===== config.mk =====
export PLATFORM = sky130hd
export DESIGN_NAME = pop_result_logger
export DESIGN_NICKNAME = d
export VERILOG_FILES = /design/src/rtl/pop_result_logger_pkg.sv /design/src/rtl/pop_result_logger_sync_fifo.sv /design/src/rtl/pop_result_logger.sv
export SDC_FILE = /design/constraint.sdc
export NUM_CORES = 1
export LEC_CHECK = 0
export ABC_AREA = 1
export CORE_MARGIN = 2
export CORE_UTILIZATION = 55
export DETAILED_ROUTE_END_ITERATION = 6
export GPL_ROUTABILITY_DRIVEN = 0
export GPL_TIMING_DRIVEN = 0
export PLACE_DENSITY = 0.75
export SLEW_MARGIN = 20
export SYNTH_ARGS = -nofsm -noshare
export SYNTH_HDL_FRONTEND = slang
export SYNTH_SLANG_ARGS = --single-unit

===== constraint.sdc =====
create_clock -name i_clk -period 12.45 [get_ports i_clk]
set_clock_uncertainty 0.1 [all_clocks]
set_input_delay 1.245 -clock i_clk [delete_from_list [all_inputs] [get_ports i_clk]]
set_output_delay 1.245 -clock i_clk [all_outputs]
set_load 0.02 [all_outputs]

===== src/rtl/pop_result_logger_pkg.sv =====
// ---------------------------------------------------------------------------
// pop_result_logger_pkg
// Shared types and width helpers for the PIFO pop-result logger.
//   - logger_state_e : run-control state (RUN / DRAIN / DONE)
//   - pop_record_t   : reference layout of one logged record at default widths
//   - id_bits()      : index width for N items, never narrower than 1 bit
//   - rec_width()    : width of a packed {ts, tree_id, priority, data} record
// ---------------------------------------------------------------------------
package pop_result_logger_pkg;

    localparam int DEF_PTW      = 16;
    localparam int DEF_MTW      = 16;
    localparam int DEF_TREE_NUM = 4;
    localparam int DEF_TS_W     = 32;

    typedef enum logic [1:0] {
        ST_RUN   = 2'd0,
        ST_DRAIN = 2'd1,
        ST_DONE  = 2'd2
    } logger_state_e;

    // A single logical tree still needs a 1-bit id field so the port exists.
    function automatic int id_bits(input int n);
        return (n > 1) ? $clog2(n) : 1;
    endfunction

    // Payload carries metadata plus a copy of the priority, hence MTW+PTW.
    function automatic int rec_width(input int ts_w, input int tnb,
                                     input int ptw, input int mtw);
        return ts_w + tnb + ptw + (mtw + ptw);
    endfunction

    localparam int DEF_TREE_NUM_BITS = id_bits(DEF_TREE_NUM);
    localparam int REC_W = rec_width(DEF_TS_W, DEF_TREE_NUM_BITS, DEF_PTW, DEF_MTW);

    typedef struct packed {
        logic [DEF_TS_W-1:0]          ts;
        logic [DEF_TREE_NUM_BITS-1:0] tree_id;
        logic [DEF_PTW-1:0]           prio;
        logic [DEF_MTW+DEF_PTW-1:0]   data;
    } pop_record_t;

endpackage


===== src/rtl/pop_result_logger_sync_fifo.sv =====
// ---------------------------------------------------------------------------
// sync_fifo
// Show-ahead single-clock FIFO. The head entry is always visible on o_head.
// A push while full is accepted when a pop happens in the same cycle
// (read-before-write), leaving occupancy unchanged.
// Ports:
//   i_clk, i_arst_n : clock, async active-low reset (pointers only)
//   i_push, i_data  : write request and data
//   i_pop           : advance head (ignored when empty)
//   o_full, o_empty : status
//   o_head          : current head entry (undefined content when empty)
// ---------------------------------------------------------------------------
module sync_fifo #(
    parameter int WIDTH = 8,
    parameter int DEPTH = 8
) (
    input  logic             i_clk,
    input  logic             i_arst_n,
    input  logic             i_push,
    input  logic [WIDTH-1:0] i_data,
    input  logic             i_pop,
    output logic             o_full,
    output logic             o_empty,
    output logic [WIDTH-1:0] o_head
);

    localparam int AW = (DEPTH > 1) ? $clog2(DEPTH) : 1;

    logic [WIDTH-1:0] r_mem [DEPTH];
    logic [AW:0]      r_wptr;
    logic [AW:0]      r_rptr;
    logic             w_do_push;
    logic             w_do_pop;

    // Extra pointer MSB distinguishes full from empty when the indices match.
    assign o_empty   = (r_wptr == r_rptr);
    assign o_full    = (r_wptr[AW] != r_rptr[AW]) && (r_wptr[AW-1:0] == r_rptr[AW-1:0]);
    assign w_do_pop  = i_pop && !o_empty;
    assign w_do_push = i_push && (!o_full || w_do_pop);
    assign o_head    = r_mem[r_rptr[AW-1:0]];

    always_ff @(posedge i_clk or negedge i_arst_n) begin
        if (!i_arst_n) begin
            r_wptr <= '0;
            r_rptr <= '0;
        end else begin
            if (w_do_push) r_wptr <= r_wptr + (AW+1)'(1);
            if (w_do_pop)  r_rptr <= r_rptr + (AW+1)'(1);
        end
    end

    // Storage is data only; validity is tracked entirely by the pointers.
    always_ff @(posedge i_clk) begin
        if (w_do_push) r_mem[r_wptr[AW-1:0]] <= i_data;
    end

endmodule


===== src/rtl/pop_result_logger.sv =====
// ---------------------------------------------------------------------------
// pop_result_logger
// Timestamps PIFO pop results, buffers them in a small FIFO and drains them to
// a result-RAM write port with backpressure. Keeps push/pop/return statistics
// and declares end-of-run after the trace finishes and every issued pop is
// accounted for (logged or dropped), or when the drain timeout expires.
// Ports:
//   i_clk, i_arst_n          : clock, async active-low reset
//   i_push, i_pop            : operations issued to the PIFO tree
//   i_trace_finish           : trace stimulus exhausted
//   i_pop_valid/_priority/_tree_id/_data : pop result from the tree
//   o_wr_en, i_wr_ready      : result RAM write handshake
//   o_wr_addr, o_wr_data     : RAM address and record {ts, tree_id, prio, data}
//   o_push_cnt, o_pop_cnt, o_ret_cnt : saturating statistics
//   o_overflow, o_timeout, o_done    : sticky status flags
// ---------------------------------------------------------------------------
module pop_result_logger
    import pop_result_logger_pkg::*;
#(
    parameter int PTW           = 16,
    parameter int MTW           = 16,
    parameter int TREE_NUM      = 4,
    parameter int FIFO_DEPTH    = 8,
    parameter int LOG_SIZE      = 1024,
    parameter int TS_W          = 32,
    parameter int CNT_W         = 32,
    parameter int DRAIN_TIMEOUT = 4096,
    localparam int TREE_NUM_BITS = id_bits(TREE_NUM),
    localparam int LOG_ADDR_W    = id_bits(LOG_SIZE),
    localparam int REC_W_L       = rec_width(TS_W, TREE_NUM_BITS, PTW, MTW)
) (
    input  logic                     i_clk,
    input  logic                     i_arst_n,
    input  logic                     i_push,
    input  logic                     i_pop,
    input  logic                     i_trace_finish,
    input  logic                     i_pop_valid,
    input  logic [PTW-1:0]           i_pop_priority,
    input  logic [TREE_NUM_BITS-1:0] i_pop_tree_id,
    input  logic [MTW+PTW-1:0]       i_pop_data,
    output logic                     o_wr_en,
    input  logic                     i_wr_ready,
    output logic [LOG_ADDR_W-1:0]    o_wr_addr,
    output logic [REC_W_L-1:0]       o_wr_data,
    output logic [CNT_W-1:0]         o_push_cnt,
    output logic [CNT_W-1:0]         o_pop_cnt,
    output logic [CNT_W-1:0]         o_ret_cnt,
    output logic                     o_overflow,
    output logic                     o_timeout,
    output logic                     o_done
);

    localparam int TO_W = $clog2(DRAIN_TIMEOUT + 1);

    function automatic logic [CNT_W-1:0] sat_inc(input logic [CNT_W-1:0] v);
        return (&v) ? v : v + CNT_W'(1);
    endfunction

    logic [TS_W-1:0]       r_ts;
    logic [LOG_ADDR_W-1:0] r_addr;
    logic [CNT_W-1:0]      r_push_cnt;
    logic [CNT_W-1:0]      r_pop_cnt;
    logic [CNT_W-1:0]      r_ret_cnt;
    logic [CNT_W-1:0]      r_drop_cnt;
    logic                  r_overflow;
    logic                  r_timeout;
    logic                  r_done;
    logic [TO_W-1:0]       r_timer;
    logger_state_e         r_state;

    logic                  w_full;
    logic                  w_empty;
    logic                  w_drain;
    logic                  w_accept;
    logic                  w_drop;
    logic [REC_W_L-1:0]    w_rec;
    logic [REC_W_L-1:0]    w_head;
    logic [CNT_W:0]        w_returned;
    logic                  w_all_back;
    logic [TO_W-1:0]       w_timer_nxt;

    // Record takes the timestamp of the cycle the result is presented.
    assign w_rec    = {r_ts, i_pop_tree_id, i_pop_priority, i_pop_data};
    assign w_drain  = !w_empty && i_wr_ready;
    assign w_accept = i_pop_valid && (!w_full || w_drain);
    assign w_drop   = i_pop_valid && w_full && !w_drain;

    sync_fifo #(
        .WIDTH (REC_W_L),
        .DEPTH (FIFO_DEPTH)
    ) u_fifo (
        .i_clk    (i_clk),
        .i_arst_n (i_arst_n),
        .i_push   (w_accept),
        .i_data   (w_rec),
        .i_pop    (i_wr_ready),
        .o_full   (w_full),
        .o_empty  (w_empty),
        .o_head   (w_head)
    );

    // Stale storage is masked so the write port reads zero whenever idle.
    assign o_wr_en    = !w_empty;
    assign o_wr_data  = w_empty ? '0 : w_head;
    assign o_wr_addr  = r_addr;
    assign o_push_cnt = r_push_cnt;
    assign o_pop_cnt  = r_pop_cnt;
    assign o_ret_cnt  = r_ret_cnt;
    assign o_overflow = r_overflow;
    assign o_timeout  = r_timeout;
    assign o_done     = r_done;

    // One extra bit so the sum of returned + dropped cannot wrap.
    assign w_returned  = {1'b0, r_ret_cnt} + {1'b0, r_drop_cnt};
    assign w_all_back  = (w_returned == {1'b0, r_pop_cnt}) && w_empty;
    assign w_timer_nxt = r_timer + TO_W'(1);

    always_ff @(posedge i_clk or negedge i_arst_n) begin
        if (!i_arst_n) begin
            r_ts       <= '0;
            r_addr     <= '0;
            r_push_cnt <= '0;
            r_pop_cnt  <= '0;
            r_ret_cnt  <= '0;
            r_drop_cnt <= '0;
            r_overflow <= 1'b0;
        end else begin
            r_ts <= r_ts + TS_W'(1);
            if (w_drain)  r_addr     <= r_addr + LOG_ADDR_W'(1);
            if (i_push)   r_push_cnt <= sat_inc(r_push_cnt);
            if (i_pop)    r_pop_cnt  <= sat_inc(r_pop_cnt);
            if (w_accept) r_ret_cnt  <= sat_inc(r_ret_cnt);
            if (w_drop) begin
                r_drop_cnt <= sat_inc(r_drop_cnt);
                r_overflow <= 1'b1;
            end
        end
    end

    // Run control. The normal exit is tested first so it wins a tie with the
    // timeout.
    always_ff @(posedge i_clk or negedge i_arst_n) begin
        if (!i_arst_n) begin
            r_state   <= ST_RUN;
            r_timer   <= '0;
            r_timeout <= 1'b0;
            r_done    <= 1'b0;
        end else begin
            case (r_state)
                ST_RUN: begin
                    if (i_trace_finish) begin
                        r_state <= ST_DRAIN;
                        r_timer <= '0;
                    end
                end
                ST_DRAIN: begin
                    if (w_all_back) begin
                        r_state <= ST_DONE;
                        r_done  <= 1'b1;
                    end else if (w_timer_nxt == TO_W'(DRAIN_TIMEOUT)) begin
                        r_state   <= ST_DONE;
                        r_done    <= 1'b1;
                        r_timeout <= 1'b1;
                    end else begin
                        r_timer <= w_timer_nxt;
                    end
                end
                ST_DONE: begin
                    r_state <= ST_DONE;
                end
                default: begin
                    r_state <= ST_RUN;
                end
            endcase
        end
    end

endmodule


### Yosys cells after proc, flatten, opt, wreduce, memory -nomap -nowiden

Memory sizes are Yosys's and may differ from the RTL's.
Cells that the tools add are included.

| word-level totals | value |
|---|---|
| register bits | 196 |
| memory bits (writable) | 656 |
| output and inout port bits | 192 |
| word-level logic and storage cells | 79 |
| memories | 1 |

Memory list:

| name | words | width | read ports | clocked after Yosys merged registers in | wr ports | RTL line | source |
|---|---|---|---|---|---|---|---|
| u_fifo.r_mem | 8 | 82 | 1 | 0 | 1 | pop_result_logger_sync_fifo.sv:29 | `logic [WIDTH-1:0] r_mem [DEPTH];` |

| cells by class | value |
|---|---|
| add/sub/neg operators | 10 |
| equal/unequal tests | 11 |
| mux-type cells | 13 |
| bitwise gates (word level) | 5 |
| reductions and logical operators | 26 |

Operators with widths:

| cell | count |
|---|---|
| $add 32x1->32 const B | 5 |
| $reduce_and 32->1 | 4 |
| $mux 82 | 1 |
| $mux 13 | 3 |
| $add 32x32->33 | 1 |
| $eq 33x32->1 | 1 |
| $pmux 13 s2 | 1 |
| $add 13x1->13 const B | 1 |
| $eq 13x13->1 const B | 1 |
| $reduce_and 2->1 | 6 |
| $add 10x1->10 const B | 1 |
| $add 4x1->4 const B | 2 |
| $logic_and 1x1->1 | 7 |
| $mux 2 | 3 |
| $ne 2x2->1 const B | 3 |
| $pmux 2 s3 | 1 |
| $not 1->1 | 5 |
| $eq 4x4->1 | 1 |
| $mux 1 | 4 |
| $reduce_and 4->1 | 1 |
| $reduce_bool 2->1 | 2 |
| $eq 3x3->1 | 1 |
| $logic_not 1->1 | 3 |
| $ne 3x3->1 const B | 1 |
| 6 further kinds | 6 |

### Longest topological paths before layout

Gate-level depths: netlist (run 1).

| depth | value |
|---|---|
| word-level depth | 8 |
| depth in mapped cells | 22 |

### Modules after synthesis

A second synthesis (run 1) with hierarchy kept.

| unflattened totals | value |
|---|---|
| cells, all modules | 3,708 |
| area total of the unflattened synthesis | 38,480.7 um^2 |

By module, submodules not included:

| module | times used | cells an instance | area each (um^2) |
|---|---|---|---|
| sync_fifo | 1 | 1,931 | 25,771.0 |
| pop_result_logger | 1 | 1,777 | 12,709.7 |

### Worst setup path after synthesis (run 1)

Ideal clock, no wire load.

| path | value |
|---|---|
| kind | input to register |
| start point | input port i_wr_ready |
| end point | memory u_fifo.r_mem[0][0] in the netlist's numbering (enable) |
| setup time | 523 ps |
| arrival | 5,393 ps |
| path slack | 6,434 ps |
| stages on the path | 7 |
| buffers on the path | 1 |
| cell sequence | nor2_1 > nand4_1 > and2_1 > buf_4 > inv_1 > or2_2 > nor2_1 |

| between the ends | value |
|---|---|
| word-level cells in the longest chain between the ends | 6 |

Ends and longest elaborated chain:

| what | RTL line | source |
|---|---|---|
| start, declared | pop_result_logger.sv:42 | `input logic i_wr_ready,` |
| $logic_and 1x1->1 (*) | pop_result_logger_sync_fifo.sv:38, pop_result_logger.sv:84 |  |
| $logic_or 1x1->1 (*) | pop_result_logger_sync_fifo.sv:39, pop_result_logger.sv:85 |  |
| $logic_and 1x1->1 | pop_result_logger.sv:85 | `assign w_accept = i_pop_valid && (!w_full \|\| w_drain);` |
| $logic_and 1x1->1 (*) | pop_result_logger_sync_fifo.sv:39 | `assign w_do_push = i_push && (!o_full \|\| w_do_pop);` |
| $mux 1 (*) | pop_result_logger_sync_fifo.sv:54 | `if (w_do_push) r_mem[r_wptr[AW-1:0]] <= i_data;` |
| $mux 1 (not written as such) (*) | pop_result_logger_sync_fifo.sv:54 |  |
| end, declared | pop_result_logger_sync_fifo.sv:29 |  |

Mark *: on every way between the ends. The rest lies on a longest branch, timed or not.

### Worst setup path after layout (run 1)

| path | value |
|---|---|
| start point | register u_fifo.r_rptr[0] |
| end point | output port o_wr_data[81] |

| between the ends | value |
|---|---|
| word-level cells in the longest chain between the ends | 2 |

Ends and longest elaborated chain:

| what | RTL line | source |
|---|---|---|
| start, declared | pop_result_logger_sync_fifo.sv:31 | `logic [AW:0] r_rptr;` |
| start signal, assigned | pop_result_logger_sync_fifo.sv:48 | `if (w_do_pop) r_rptr <= r_rptr + (AW+1)'(1);` |
| $mem_v2 8x82 or $eq 4x4->1 (tied branches) | - |  |
| $mux 82 (*) | pop_result_logger.sv:104 | `assign o_wr_data = w_empty ? '0 : w_head;` |
| end, declared | pop_result_logger.sv:44 | `output logic [REC_W_L-1:0] o_wr_data,` |

Marks and branches as above.

==> results.json, run 1 <==
{
  "clock_latency_ns": 0.65,
  "grt-ovfl-total": 0,
  "grtUsageMet1_pct": 36.8,
  "max_freq_mhz": 152,
  "root_buffer": "clkbuf_16",
  "finalHoldViolations": 0,
  "period_needed_ns": 6.56,
  "p_leak_nw": 17.3,
  "synthMuxAreaShare_pct": 0,
  "wire_per_inst_um": 20.4,
  "critPathRequiredTime_ns": 11.10,
  "drt-pass1-iter-count": 6,
  "hold_path_class": "reg2reg",
  "grt_pass1_vias": 27400,
  "swShare_pct": 38.3,
  "grt_pass1_wl_um": 152000,
  "core-area_mm2": 0.0683,
  "worstHoldStart": "o_timeout$_DFFE_PN0P_",
  "end_kind": "primary output",
  "path_clk_slew_ns": 0.06,
  "yosys_warnings": 0,
  "powerDensity_mw_per_mm2": 231,
  "yosysTopAreaCellShare_pct": 52.0,
  "numCtsBuffers": 86,
  "cap_violations": 0,
  "yosysTopAreaCell": "edfxtp_1",
  "viasPerCell": 5.76,
  "grt_setup_unrepaired": "false",
  "seq_area_frac_synth_pct": 65.0,
  "clk_path_buf_depth": 3,
  "relSlewSlack_pct": 13.7,
  "synth-edff-count": 656,
  "vias": 28200,
  "stdcell_count": 4897,
  "seqPwrFrac_pct": 34.6,
  "synth_fa_ha_area_share_pct": 1.47,
  "drv_slew": 0,
  "cts_setup_buffers": 0,
  "use_met3_pct": 4.75,
  "final_cell_mix": "edfxtp_1 (656), nor2_1 (652), nand2_1 (503)",
  "rows": 96,
  "syn_area_per_cell_um2": 10.6,
  "internal-power_w": 0.00647,
  "yosys_most_used_dff": "edfxtp_1",
  "ys_types": 44,
  "cts_tree": "done",
  "crit_path_start": "u_fifo.r_rptr[0]$_DFFE_PN0P_",
  "drt_iter0_markers": 3265,
  "antenna_left": 0,
  "syn_inst": 3567,
  "grt_start_max_net_pins": 94,
  "final_common_cell": "edfxtp_1",
  "cp-start-kind": "flip-flop",
  "portBuffers": 248,
  "setup_violations": 0,
  "area_delta_synth_final_pct": 19.8,
  "track_usage_pct": 28.0,
  "die_x_um": 266,
  "synth-simple-area-share_pct": 16.3,
  "r2r-start": "u_fifo.r_rptr[0]$_DFFE_PN0P_",
  "h-tree-depth": 3,
  "synth_top_family_by_area": "simple AND/OR/NAND/NOR gates",
  "hpwl_um": 68300,
  "pin_count": 249,
  "combPwrFrac_pct": 39.8,
  "cts.sinks": 852,
  "worstPathArrival_ns": 5.22,
  "worstSetupPathType": "reg2out",
  "crit_path_max_fanout": 10,
  "synth_nets": 3668,
  "fin_tns_setup_ns": 0,
  "grt_busiest_layer": "met2",
  "synth_seq_cells": 852,
  "cts_resized": 0,
  "holdBufCountCts": 0,
  "grt_util_met2_pct": 46.1,
  "initial_core_util_pct": 55.4,
  "syn_area_mm2": 0.0379,
  "drive_above_1_share_pct": 5.78,
  "synth_compound_area_share_pct": 8.97,
  "synthArstFlopShare_pct": 23.0,
  "vdd_ir_drop_max_mv": 0.205,
  "synth_xor_area_share_pct": 4.51,
  "die_h_um": 266,
  "tightest_slew_ns": 1.29,
  "dp.cells": 4732,
  "synth_area_leaders": "edfxtp_1 (52%), dfrtp_1 (13%), nor2_1 (6.5%)",
  "nNetsFinal": 4039,
  "timing.final.crit_share_pct": 52.7,
  "p_clk_share_pct": 25.5,
  "drc": 0,
  "p_sw_w": 0.00402,
  "die-area_mm2": 0.0710,
  "antenna_found_initial": 10,
  "outcome": "complete, no violations",
  "wl_um": 100000
}
-- synthesized netlist by cell type, drive strengths merged (3+ instances only) --
cell,count
nand3,109
nand3b,13
nand4,56
nor2,680
xnor2,71
a21oi,29
or2,4
edfxtp,656
a21o,3
o22ai,82
nor3,58
nand2,519
dfrtp,196
a31oi,82
nor4,17
o21ai,432
buf,13
ha,43
inv,237
clkbuf,131
xor2,124
o211ai,3
-- power by group through the flow --
stage / Clock (W) / Sequential [W] / Combinational [W]
floorplan: 0 / 0.00375 / 0.00215
global placement: 0 / 0.00376 / 0.00391
detailed placement: 0 / 0.00368 / 0.00411
CTS: 0.00270 / 0.00363 / 0.00416
global route: 0.00281 / 0.00366 / 0.00446
finish: 0.00268 / 0.00363 / 0.00418
-- stage by stage --
step | total power (W) | hold slack, ns | cell area, um2 | setup WS (ns) | utilization [%]
6_report | 0.0105 | 0.362 | 45400 | 5.89 | 66.4
5_1_grt | 0.0109 | 0.391 | 45400 | 5.82 | 66.4
4_1_cts | 0.0105 | 0.372 | 45400 | 6.06 | 66.4
3_5_place_dp | 0.00780 | 0.362 | 42400 | 6.74 | 62.0
3_3_place_gp | 0.00767 | 0.358 | 41500 | 1.30 | 60.7
2_1_floorplan | 0.00590 | 0.342 | 37900 | 6.43 | -
-- per-layer routing --
| metal | part of all wire [%] | wire [um] | vias to the layer above |
|---|---|---|---|
| met3 | 8.4 | 8370 | 268 |
| met2 | 48 | 47600 | 1249 |
| met4 | 4.5 | 4510 | 12 |
| met1 | 39 | 39500 | 13600 |
| met5 | 0.072 | 72 | - |
| li1 | - | - | 13100 |
-- area by class of cell --
type,instances,area (um2)
fillers,4885,23000
multi-input cells,2334,11900
clock buffers,113,2320
clock inverters,48,651
plain buffers,144,557
repair buffers,283,3350
flip-flops and latches,852,24600
inverters,237,890
well taps,882,1100
diodes,4,10.0
-- path summary, 6_finish.rpt --
kind	end	slack [ns]	depth (start not counted)
worst min register to register	o_timeout$_DFFE_PN0P_	0.36	2
max in group asynchronous	o_push_cnt[28]$_DFFE_PN0P_	11.04	2
worst max register to register	u_fifo.r_rptr[0]$_DFFE_PN0P_	8.93	7
worst max-delay path	o_wr_data[81]	5.89	9
min in group asynchronous	o_pop_cnt[2]$_DFFE_PN0P_	0.38	1
worst min-delay path	o_timeout$_DFFE_PN0P_	0.36	2
-- critical path, stage by stage (launching register included) --
cell	delay, ns
dfrtp_1	0.36
buf_2	0.26
clkbuf_1	0.72
clkbuf_1	1.02
clkbuf_1	0.53
nor2_1	0.11
nor2_1	0.13
o21ai_0	0.11
a31oi_1	0.60
clkdlybuf4s50_1	0.73
-- cell families after synthesis --
kind of cell             count (synthesis)
AO/OA/AOI/OAI                          633
XOR/XNOR                               195
adder cells (fa/ha/maj)                 44
buffers and inverters                  381
flip-flops                             852
AND/OR/NAND/NOR                       1462
-- sequential cells by signal (all words and copies together) (netlist names) --
register	cells
r_state	2
u_fifo.r_rptr	4
r_ts	32
r_drop_cnt	32
u_fifo.r_mem	656
o_overflow	1
r_timer	13
o_ret_cnt	32
o_push_cnt	32
u_fifo.r_wptr	4
o_timeout	1
o_pop_cnt	32
o_wr_addr	10
o_done	1
Note: power is estimated with default switching activity, not from simulation.
==> run 2: changes to the inputs <==
--- a/config.mk
+++ b/config.mk
@@ -7,11 +7,11 @@
 export LEC_CHECK = 0
 export ABC_AREA = 1
 export CORE_MARGIN = 2
-export CORE_UTILIZATION = 55
+export CORE_UTILIZATION = 54
 export DETAILED_ROUTE_END_ITERATION = 6
 export GPL_ROUTABILITY_DRIVEN = 0
 export GPL_TIMING_DRIVEN = 0
-export PLACE_DENSITY = 0.75
+export PLACE_DENSITY = 0.77
 export SLEW_MARGIN = 20
 export SYNTH_ARGS = -nofsm -noshare
 export SYNTH_HDL_FRONTEND = slang
==> constraint.sdc (replaced) <==
create_clock -name i_clk -period 5.68 [get_ports i_clk]
set_clock_uncertainty 0.1 [all_clocks]
set_input_delay 0.568 -clock i_clk [delete_from_list [all_inputs] [get_ports i_clk]]
set_output_delay 0.568 -clock i_clk [all_outputs]
set_load 0.02 [all_outputs]
==> results.json, run 2 (synthesized netlist as in run 1, its figures left out) <==
{
  "nFillCells": 5112,
  "grt_setup_unrepaired": "false",
  "final_common_cell": "edfxtp_1",
  "period_needed_ns": 5.47,
  "cap_violations": 0,
  "cts_tree": "done",
  "finalHoldViolations": 0,
  "grt-ovfl-total": 0,
  "drt-pass1-iter-count": 6,
  "die_x_um": 269,
  "pin_count": 249,
  "root_buffer": "clkbuf_16",
  "numCtsBuffers": 86,
  "drc": 0,
  "fin_tns_setup_ns": 0,
  "crit_path_max_fanout": 14,
  "hold_path_class": "in2async",
  "cts.sinks": 852,
  "h-tree-depth": 3,
  "die_h_um": 269,
  "antenna_found_initial": 12,
  "final_util_pct": 64.7,
  "setup_violations": 0,
  "p_leak_nw": 17.2,
  "clk_path_buf_depth": 3,
  "timing.rr.end": "r_timer[11]$_DFFE_PN0P_",
  "cp_slowest_cell": "clkbuf_1",
  "total_power_w": 0.0226,
  "clock_latency_ns": 0.64,
  "portBuffers": 248,
  "path_common_cell": "clkbuf_1",
  "outcome": "complete, no violations",
  "hpwl_um": 68600,
  "drv_slew": 0,
  "drive_above_1_share_pct": 5.65,
  "reg2reg_slack_ns": 2.32,
  "timing.final.crit_share_pct": 96.3,
  "final_cell_mix": "edfxtp_1 (656), nor2_1 (652), nand2_1 (503)",
  "critPathRequiredTime_ns": 5.01,
  "critical-path-max-stage-delay_ns": 0.88,
  "relSlewSlack_pct": 24.7,
  "viasPerCell": 5.74,
  "timing.final.ws_setup_ns": 0.209,
  "max_freq_mhz": 183,
  "vdd_ir_drop_max_mv": 0.526,
  "nNetsFinal": 4038,
  "area_delta_synth_final_pct": 19.3,
  "cts_resized": 0,
  "path_clk_slew_ns": 0.06,
  "core-area_mm2": 0.0698,
  "hold_slack_ns": 0.356,
  "initial_core_util_pct": 54.3,
  "cts_setup_buffers": 0,
  "cp_cell_sequence": "buf_2 -> inv_1 -> clkbuf_1 -> clkbuf_1 -> o21ai_0 -> a31oi_1 -> clkdlybuf4s50_1",
  "grt_start_max_net_pins": 76,
  "wl_um": 101000,
  "worstPathArrival_ns": 4.80,
  "end_kind": "primary output",
  "largest_reg_flops": 656,
  "tightest_slew_ns": 1.13,
  "drt_iter0_markers": 3293,
  "vias": 28400,
  "grt_pass1_vias": 27300,
  "antenna_left": 0,
  "rows": 97,
  "r2r_cells": 20,
  "grt_pass1_wl_um": 153000,
  "cp-start-kind": "flip-flop",
  "wire_per_inst_um": 20.4,
  "track_usage_pct": 27.8,
  "worstSetupPathType": "reg2out",
  "die-area_mm2": 0.0723,
  "dp_slack_ns": 0.830,
  "powerDensity_mw_per_mm2": 501,
  "r2r-start": "o_ret_cnt[0]$_DFFE_PN0P_"
}
-- run 2: timing repair --
| action | in CTS | in global routing |
|---|---|---|
| endpoints found under the hold margin | 60 | 0 |
| setup endpoints to repair | 0 | 2 |
| hold buffers | 1 | 0 |
-- run 2: area by class of cell --
| type | instances | area (um2) | area share (%) |
|---|---|---|---|
| well taps | 940 | 1180 | 2.60 |
| repair buffers | 283 | 3290 | 7.28 |
| clock buffers | 113 | 2400 | 5.30 |
| inverters | 237 | 890 | 1.97 |
| clock inverters | 41 | 362 | 0.801 |
| multi-input cells | 2334 | 11900 | 26.3 |
| diodes | 6 | 15.0 | 0.0332 |
| flip-flops and latches | 852 | 24600 | 54.5 |
| plain buffers | 143 | 554 | 1.23 |
-- run 2: routing by layer --
layer	global-route usage (%)	vias up	share of wire, %
met4	11.7	10	3.9
met2	45.9	1455	48
met3	5.72	270	9.3
li1	-	13100	-
met5	0	-	0.063
met1	35.9	13600	38
-- run 2: power by group --
group | total (W) | internal [W] | switching [W]
clock network | 0.00551 | 0.00312 | 0.00239
registers | 0.00796 | 0.00759 | 0.000364
logic | 0.00916 | 0.00314 | 0.00602
total | 0.0226 | 0.0139 | 0.00878
-- run 2: worst max-delay path, delay by kind of cell (launching register included) --
family	cells	cell delay, ns
buffers and inverters	5	3.02
AO/OA/AOI/OAI	2	0.75
flip-flops	1	0.38
-- run 2: worst max-delay path by stage --
stage                                               to                    startpoint  slack (ns)  cells past startpoint
after global placement               r_ts[2]$_DFF_PN0_                      i_arst_n       -4.78                      1
final                                    o_wr_data[81]  u_fifo.r_rptr[0]$_DFFE_PN0P_        0.21                      7
after global routing                     o_wr_data[81]  u_fifo.r_rptr[0]$_DFFE_PN0P_        0.14                      9
after CTS                                o_wr_data[81]  u_fifo.r_rptr[0]$_DFFE_PN0P_        0.10                     10
after detailed placement                 o_wr_data[81]  u_fifo.r_rptr[0]$_DFFE_PN0P_        0.83                     10
after floorplan           u_fifo.r_mem[0][0]$_DFFE_PP_  u_fifo.r_rptr[0]$_DFFE_PN0P_        0.28                      8
-- run 2: through the flow --
step           area [um2]  std cells
2_1_floorplan       37900       3567
3_3_place_gp        41500       4755
3_5_place_dp        42400       4789
4_1_cts             45200       4944
5_1_grt             45200       4948
6_report            45200       4949
